### config.mk
export PLATFORM = sky130hd
export DESIGN_NAME = ctrl_pipe
export DESIGN_NICKNAME = d
export VERILOG_FILES = /design/src/rtl/ctrl_pipe.sv
export SDC_FILE = /design/constraint.sdc
export NUM_CORES = 1
export LEC_CHECK = 0
export BUFFER_PORTS_ARGS = -buffer_cell sky130_fd_sc_hd__buf_2
export CORE_UTILIZATION = 45
export DETAILED_ROUTE_END_ITERATION = 7
export GPL_TIMING_DRIVEN = 0
export PLACE_DENSITY = 0.71
export SLEW_MARGIN = 20
export SYNTH_ARGS = -nofsm -noshare
export SYNTH_HDL_FRONTEND = slang
export SYNTH_SLANG_ARGS = --single-unit
### constraint.sdc
create_clock -name clk -period 4.1 [get_ports clk]
set_input_delay 0.82 -clock clk [delete_from_list [all_inputs] [get_ports clk]]
set_output_delay 0.82 -clock clk [all_outputs]
set_load 0.01 [all_outputs]
### src/rtl/ctrl_pipe.sv
// Pipelined RV32I control: decodes in ID and carries control bundles through ID/EX, EX/MEM and MEM/WB.
// Includes load-use stall, branch flush and external hold.
module ctrl_pipe #(
    parameter int unsigned REG_AW   = 5,
    parameter int unsigned ALU_OP_W = 4,
    parameter bit          CSR_EN   = 1'b1
) (
    input  logic                clk,
    input  logic                rst_n,
    input  logic                id_valid,
    input  logic [6:0]          op_code,
    input  logic [2:0]          funct3,
    input  logic                funct7_5,
    input  logic [REG_AW-1:0]   id_rs1,
    input  logic [REG_AW-1:0]   id_rs2,
    input  logic [REG_AW-1:0]   id_rd,
    input  logic                flush_ex,
    input  logic                hold_in,
    output logic                stall_if_id,
    output logic                id_illegal,
    output logic                ex_valid,
    output logic                ex_alu_src_b,
    output logic [ALU_OP_W-1:0] ex_alu_op,
    output logic [REG_AW-1:0]   ex_rd,
    output logic                mem_valid,
    output logic                mem_branch,
    output logic                mem_b_type,
    output logic                mem_write,
    output logic                mem_read,
    output logic [REG_AW-1:0]   mem_rd,
    output logic                wb_valid,
    output logic                wb_reg_write,
    output logic [1:0]          wb_mem_to_reg,
    output logic [REG_AW-1:0]   wb_rd
);

    typedef enum logic [6:0] {
        OPC_OP_IMM = 7'b0010011,
        OPC_OP     = 7'b0110011,
        OPC_LOAD   = 7'b0000011,
        OPC_STORE  = 7'b0100011,
        OPC_BRANCH = 7'b1100011,
        OPC_LUI    = 7'b0110111,
        OPC_AUIPC  = 7'b0010111,
        OPC_JAL    = 7'b1101111,
        OPC_JALR   = 7'b1100111,
        OPC_SYSTEM = 7'b1110011
    } opcode_e;

    logic       dec_legal;
    logic       dec_reg_write;
    logic       dec_alu_src_b;
    logic [3:0] dec_alu_op;
    logic [1:0] dec_mem_to_reg;
    logic       dec_mem_write;
    logic       dec_mem_read;
    logic       dec_branch;
    logic       dec_b_type;
    logic       rs1_used;
    logic       rs2_used;

    always_comb begin
        dec_legal      = 1'b1;
        dec_reg_write  = 1'b0;
        dec_alu_src_b  = 1'b0;
        dec_alu_op     = '0;
        dec_mem_to_reg = '0;
        dec_mem_write  = 1'b0;
        dec_mem_read   = 1'b0;
        dec_branch     = 1'b0;
        dec_b_type     = 1'b0;
        rs1_used       = 1'b1;
        rs2_used       = 1'b0;
        case (op_code)
            OPC_OP_IMM: begin
                dec_reg_write = 1'b1;
                dec_alu_src_b = 1'b1;
                dec_alu_op    = {funct7_5 & (funct3 == 3'b101), funct3};
            end
            OPC_OP: begin
                dec_reg_write = 1'b1;
                dec_alu_op    = {funct7_5, funct3};
                rs2_used      = 1'b1;
            end
            OPC_LOAD: begin
                dec_reg_write  = 1'b1;
                dec_alu_src_b  = 1'b1;
                dec_mem_to_reg = 2'b11;
                dec_mem_read   = 1'b1;
            end
            OPC_STORE: begin
                dec_alu_src_b = 1'b1;
                dec_mem_write = 1'b1;
                rs2_used      = 1'b1;
            end
            OPC_BRANCH: begin
                dec_alu_op = 4'b1000;
                dec_branch = 1'b1;
                dec_b_type = (funct3 == 3'b000);
                rs2_used   = 1'b1;
            end
            OPC_LUI: begin
                dec_reg_write  = 1'b1;
                dec_alu_src_b  = 1'b1;
                dec_mem_to_reg = 2'b01;
                rs1_used       = 1'b0;
            end
            OPC_AUIPC: begin
                dec_reg_write = 1'b1;
                dec_alu_src_b = 1'b1;
                rs1_used      = 1'b0;
            end
            OPC_JAL: begin
                dec_reg_write  = 1'b1;
                dec_mem_to_reg = 2'b10;
                rs1_used       = 1'b0;
            end
            OPC_JALR: begin
                dec_reg_write  = 1'b1;
                dec_alu_src_b  = 1'b1;
                dec_mem_to_reg = 2'b10;
            end
            OPC_SYSTEM: begin
                if (CSR_EN) begin
                    dec_reg_write = 1'b1;
                end else begin
                    dec_legal = 1'b0;
                    rs1_used  = 1'b0;
                end
            end
            default: begin
                dec_legal = 1'b0;
                rs1_used  = 1'b0;
            end
        endcase
    end

    // Carried bundle bits held in ID/EX and EX/MEM that are not ports at that stage
    logic              ex_branch, ex_b_type, ex_mem_write, ex_mem_read, ex_reg_write;
    logic [1:0]        ex_mem_to_reg;
    logic              mem_reg_write;
    logic [1:0]        mem_mem_to_reg;

    logic lu;
    logic id_bubble;

    assign id_illegal = id_valid & ~dec_legal;

    assign lu = ex_valid & ex_mem_read & (ex_rd != '0) & id_valid &
                ((rs1_used & (id_rs1 == ex_rd)) | (rs2_used & (id_rs2 == ex_rd)));

    assign stall_if_id = hold_in | (~flush_ex & lu);
    assign id_bubble   = flush_ex | lu | ~id_valid | ~dec_legal;

    always_ff @(posedge clk or negedge rst_n) begin
        if (!rst_n) begin
            ex_valid       <= 1'b0;
            ex_alu_src_b   <= 1'b0;
            ex_alu_op      <= '0;
            ex_rd          <= '0;
            ex_branch      <= 1'b0;
            ex_b_type      <= 1'b0;
            ex_mem_write   <= 1'b0;
            ex_mem_read    <= 1'b0;
            ex_reg_write   <= 1'b0;
            ex_mem_to_reg  <= '0;
            mem_valid      <= 1'b0;
            mem_branch     <= 1'b0;
            mem_b_type     <= 1'b0;
            mem_write      <= 1'b0;
            mem_read       <= 1'b0;
            mem_rd         <= '0;
            mem_reg_write  <= 1'b0;
            mem_mem_to_reg <= '0;
            wb_valid       <= 1'b0;
            wb_reg_write   <= 1'b0;
            wb_mem_to_reg  <= '0;
            wb_rd          <= '0;
        end else if (!hold_in) begin
            if (id_bubble) begin
                ex_valid      <= 1'b0;
                ex_alu_src_b  <= 1'b0;
                ex_alu_op     <= '0;
                ex_rd         <= '0;
                ex_branch     <= 1'b0;
                ex_b_type     <= 1'b0;
                ex_mem_write  <= 1'b0;
                ex_mem_read   <= 1'b0;
                ex_reg_write  <= 1'b0;
                ex_mem_to_reg <= '0;
            end else begin
                ex_valid      <= 1'b1;
                ex_alu_src_b  <= dec_alu_src_b;
                ex_alu_op     <= ALU_OP_W'(dec_alu_op);
                ex_rd         <= id_rd;
                ex_branch     <= dec_branch;
                ex_b_type     <= dec_b_type;
                ex_mem_write  <= dec_mem_write;
                ex_mem_read   <= dec_mem_read;
                // rd=0 writes are dropped at decode; rd itself is still carried
                ex_reg_write  <= dec_reg_write & (id_rd != '0);
                ex_mem_to_reg <= dec_mem_to_reg;
            end
            mem_valid      <= ex_valid;
            mem_branch     <= ex_branch;
            mem_b_type     <= ex_b_type;
            mem_write      <= ex_mem_write;
            mem_read       <= ex_mem_read;
            mem_rd         <= ex_rd;
            mem_reg_write  <= ex_reg_write;
            mem_mem_to_reg <= ex_mem_to_reg;
            wb_valid       <= mem_valid;
            wb_reg_write   <= mem_reg_write;
            wb_mem_to_reg  <= mem_mem_to_reg;
            wb_rd          <= mem_rd;
        end
    end

endmodule
==> summary.txt <==
Synthesis
  • Net Count, Synth: between 200 and 250
  • Syn Area/Cell: between 10 and 15 um^2
  • Post-synthesis adder-cell area fraction: 0%
  • YS warnings: 0
  • Seq/Total Area, Yosys: approximately 49%
  • Post-synth EDFFs: 0
  • Synth Area in XOR/XNOR: between 4 and 5%
  • Cell Area, Synth: 0.00205 mm^2
  • Post-Synth Simple-Gate Area: between 10% and 20%
  • Post-Syn Instances: 184
  • Post-synthesis async set-or-reset flop share: 100%
  • Combinational family with the most area after synthesis: simple AND/OR/NAND/NOR gates
  • Top_reg_cell synth: dfrtp_1
  • Mux cell area share after synthesis: between 10% and 20%
  • Netlist cell types: 43
  • Post-synthesis register bit count: 40
  • Post-synthesis compound-gate area fraction: a little over an eighth

Global routing
  • GR Overflow Total: 0
  • First-pass GRT wire length: between 7000 and 8000 um
  • Pin count of the biggest net entering global routing: between 40 and 50
  • Overall Global Routing Usage: about a fifth
  • Vias in the first global route: ~1,500
  • Antenna violations before repair: 0

Final layout
  • N_diodes: 0
  • Area delta synth->final: 21.3%
  • Fill cells: 380
  • NumNets Final: between 200 and 300
  • Share of layout cells above drive strength 1: around 45%
  • Biggest regs: ex_rd (5), mem_rd (5), wb_rd (5)

Floorplan
  • Die footprint: 0.00484 mm^2
  • Std-Cell Rows: 24
  • Vert. Die Dim: approximately 70 um
  • IO Count: 63
  • Starting density of the core: between 40% and 50%
  • Die X: 69.6 um
  • Core ar.: about 0.0044 mm^2

Clock network
  • CTS tree: done
  • Postcts setup bufs: 0
  • Cts-stage hold buffer count: 0
  • Clock sink count: 40
  • Later-pin clock latency in the skew report: between 200 and 300 ps
  • Clk buf depth: 2
  • Post_cts resized: 0
  • CTS root buffer: clkbuf_8
  • CTS H-tree lvls: 2
  • Clk slew on worst S/H paths: 70 ps
  • TritonCTS buffer count: 5

Worst setup path
  • Worst EP required: ~3300 ps
  • Setup CP Type: in -> out
  • CP Launch Type: input port
  • Worst path arrival time: roughly 2200 ps
  • Reg2reg setup slack: 2250 ps
  • Setup crit end kind: primary output
  • Worst Path Max Fanout: 10

Placement
  • Placer Congestion: 0.939
  • HPWL after DPL: about 3300 um
  • # port buffers: 59

STA
  • Max Slew Vio Count: 0
  • Fmax: about 0.33 GHz
  • Setup tns final: 0 ps
  • Tmin final: 3060 ps
  • Unrepaired setup endpoints after global routing: no
  • Final Cycle Share: between 70% and 80%
  • Clock skew: between 9 and 10 ps
  • Slew HR: roughly 40%
  • Final hold vios: 0
  • Worst Max-Slew Pin Slew: around 900 ps
  • Setup Viol. Count Final: 0

Status
  • Status: finished, final reports clean

Drt
  • Vias: 1,608
  • DRT Pass-1 Iters: 4
  • DR WL/cell: about 15 um
  • Avg Vias per Cell: 5.32
  • DRC: 0
  • Final antenna-violating net count: 0
  • DR iter-0 viols: between 60 and 70
  • Detailed Route WL: 4440 um

Power
  • Total power: 727 uW
  • Power per cell area: between 200 and 300 mW/mm^2
  • Peak supply drop: about 120 uV
  • Pleak: between 1 and 1.5 nW

Flow run
  • Max Cap Viol: 0

Min path
  • Path type of the worst min-delay path: reg -> reg
[routing by layer]
metal | track usage (%) | vias to the layer above | wire (um)
li1 | - | 783 | -
met1 | 26.4 | 772 | 2150
met2 | 30.2 | 45 | 2000
met3 | 4.22 | 8 | 203
met4 | 7.48 | 0 | 85
met5 | 0 | - | 0
[area by class of cell]
type	instances	area [um^2]	area share (%)
plain buffers	10	87.6	3.51
clock buffers	6	72.6	2.91
clock inverters	1	5.00	0.201
inverters	4	15.0	0.602
multi-input cells	130	951	38.2
flip-flops and latches	40	1000	40.2
well taps	52	65.1	2.61
repair buffers	59	295	11.8
[final timing paths]
kind	from	end	cells past startpoint
max	op_code[5]	stall_if_id	7
min	ex_alu_op[1]	ex_alu_op[1]	2
max reg2reg	ex_rd[4]	ex_alu_src_b	6
min reg2reg	ex_alu_op[1]	ex_alu_op[1]	2
max in group asynchronous	rst_n	wb_valid	1
min in group asynchronous	rst_n	ex_alu_op[2]	1
[cell usage after synthesis (all sizes together) (2+ instances only)]
cell type / n / area, um^2
o2111ai: 2 / 35.0
nor2: 8 / 37.5
nand3: 10 / 50.1
or4: 3 / 26.3
inv: 4 / 15.0
o21ai: 19 / 133
nor2b: 2 / 15.0
mux2: 22 / 248
nor4: 3 / 25.0
and2b: 2 / 15.0
buf: 6 / 62.6
nand2: 26 / 97.6
nand3b: 2 / 15.0
nor3: 4 / 20.0
dfrtp: 40 / 1000
xor2: 10 / 87.6
clkbuf: 4 / 25.0
o31ai: 2 / 20.0
or3: 3 / 18.8
[placed cells by master (no fill, tap or decap), drive strengths merged, types with 3 or more instances in the layout]
cell type,netlist,final
buf,6,65
clkbuf,4,10
dfrtp,40,40
inv,4,4
mux2,22,22
nand2,26,26
nand3,10,10
nor2,8,8
nor3,4,4
nor4,3,3
o21ai,19,19
or3,3,3
or4,3,3
xor2,10,10
[report_power, final]
part	internal (mW)	leakage [nW]	switching, mW
clock	0.116	0.0410	0.131
combinational	0.0331	0.697	0.0457
sequential	0.398	0.558	0.00289
[logic make-up (layout without fill, tap and decap cells)]
group,after synthesis,in the layout
and+or+nand+nor,66,66
DFF,40,40
AOI/OAI and AO/OA,32,32
muxes,22,22
buffers and inverters,14,80
xor gates and xnor gates,10,10
[critical path: stages]
cell	delay, ps
buf_2	80
buf_4	150
a21bo_1	240
nor4_2	310
a22oi_2	170
o31ai_1	280
buf_2	190
[per-stage QoR]
stage | cells | setup slack [ps] | util [%] | hold WS (ps) | instance area, um^2
after CTS | 302 | 1030 | 56.8 | 483 | 2490
after global placement | 295 | 1110 | 55.1 | 461 | 2410
final | 302 | 1040 | 56.8 | 478 | 2490
after detailed placement | 295 | 1030 | 55.1 | 464 | 2410
after floorplan | 184 | 1360 | - | 449 | 2050
after global routing | 302 | 974 | 56.8 | 508 | 2490
(Power assumes the default switching activity.)
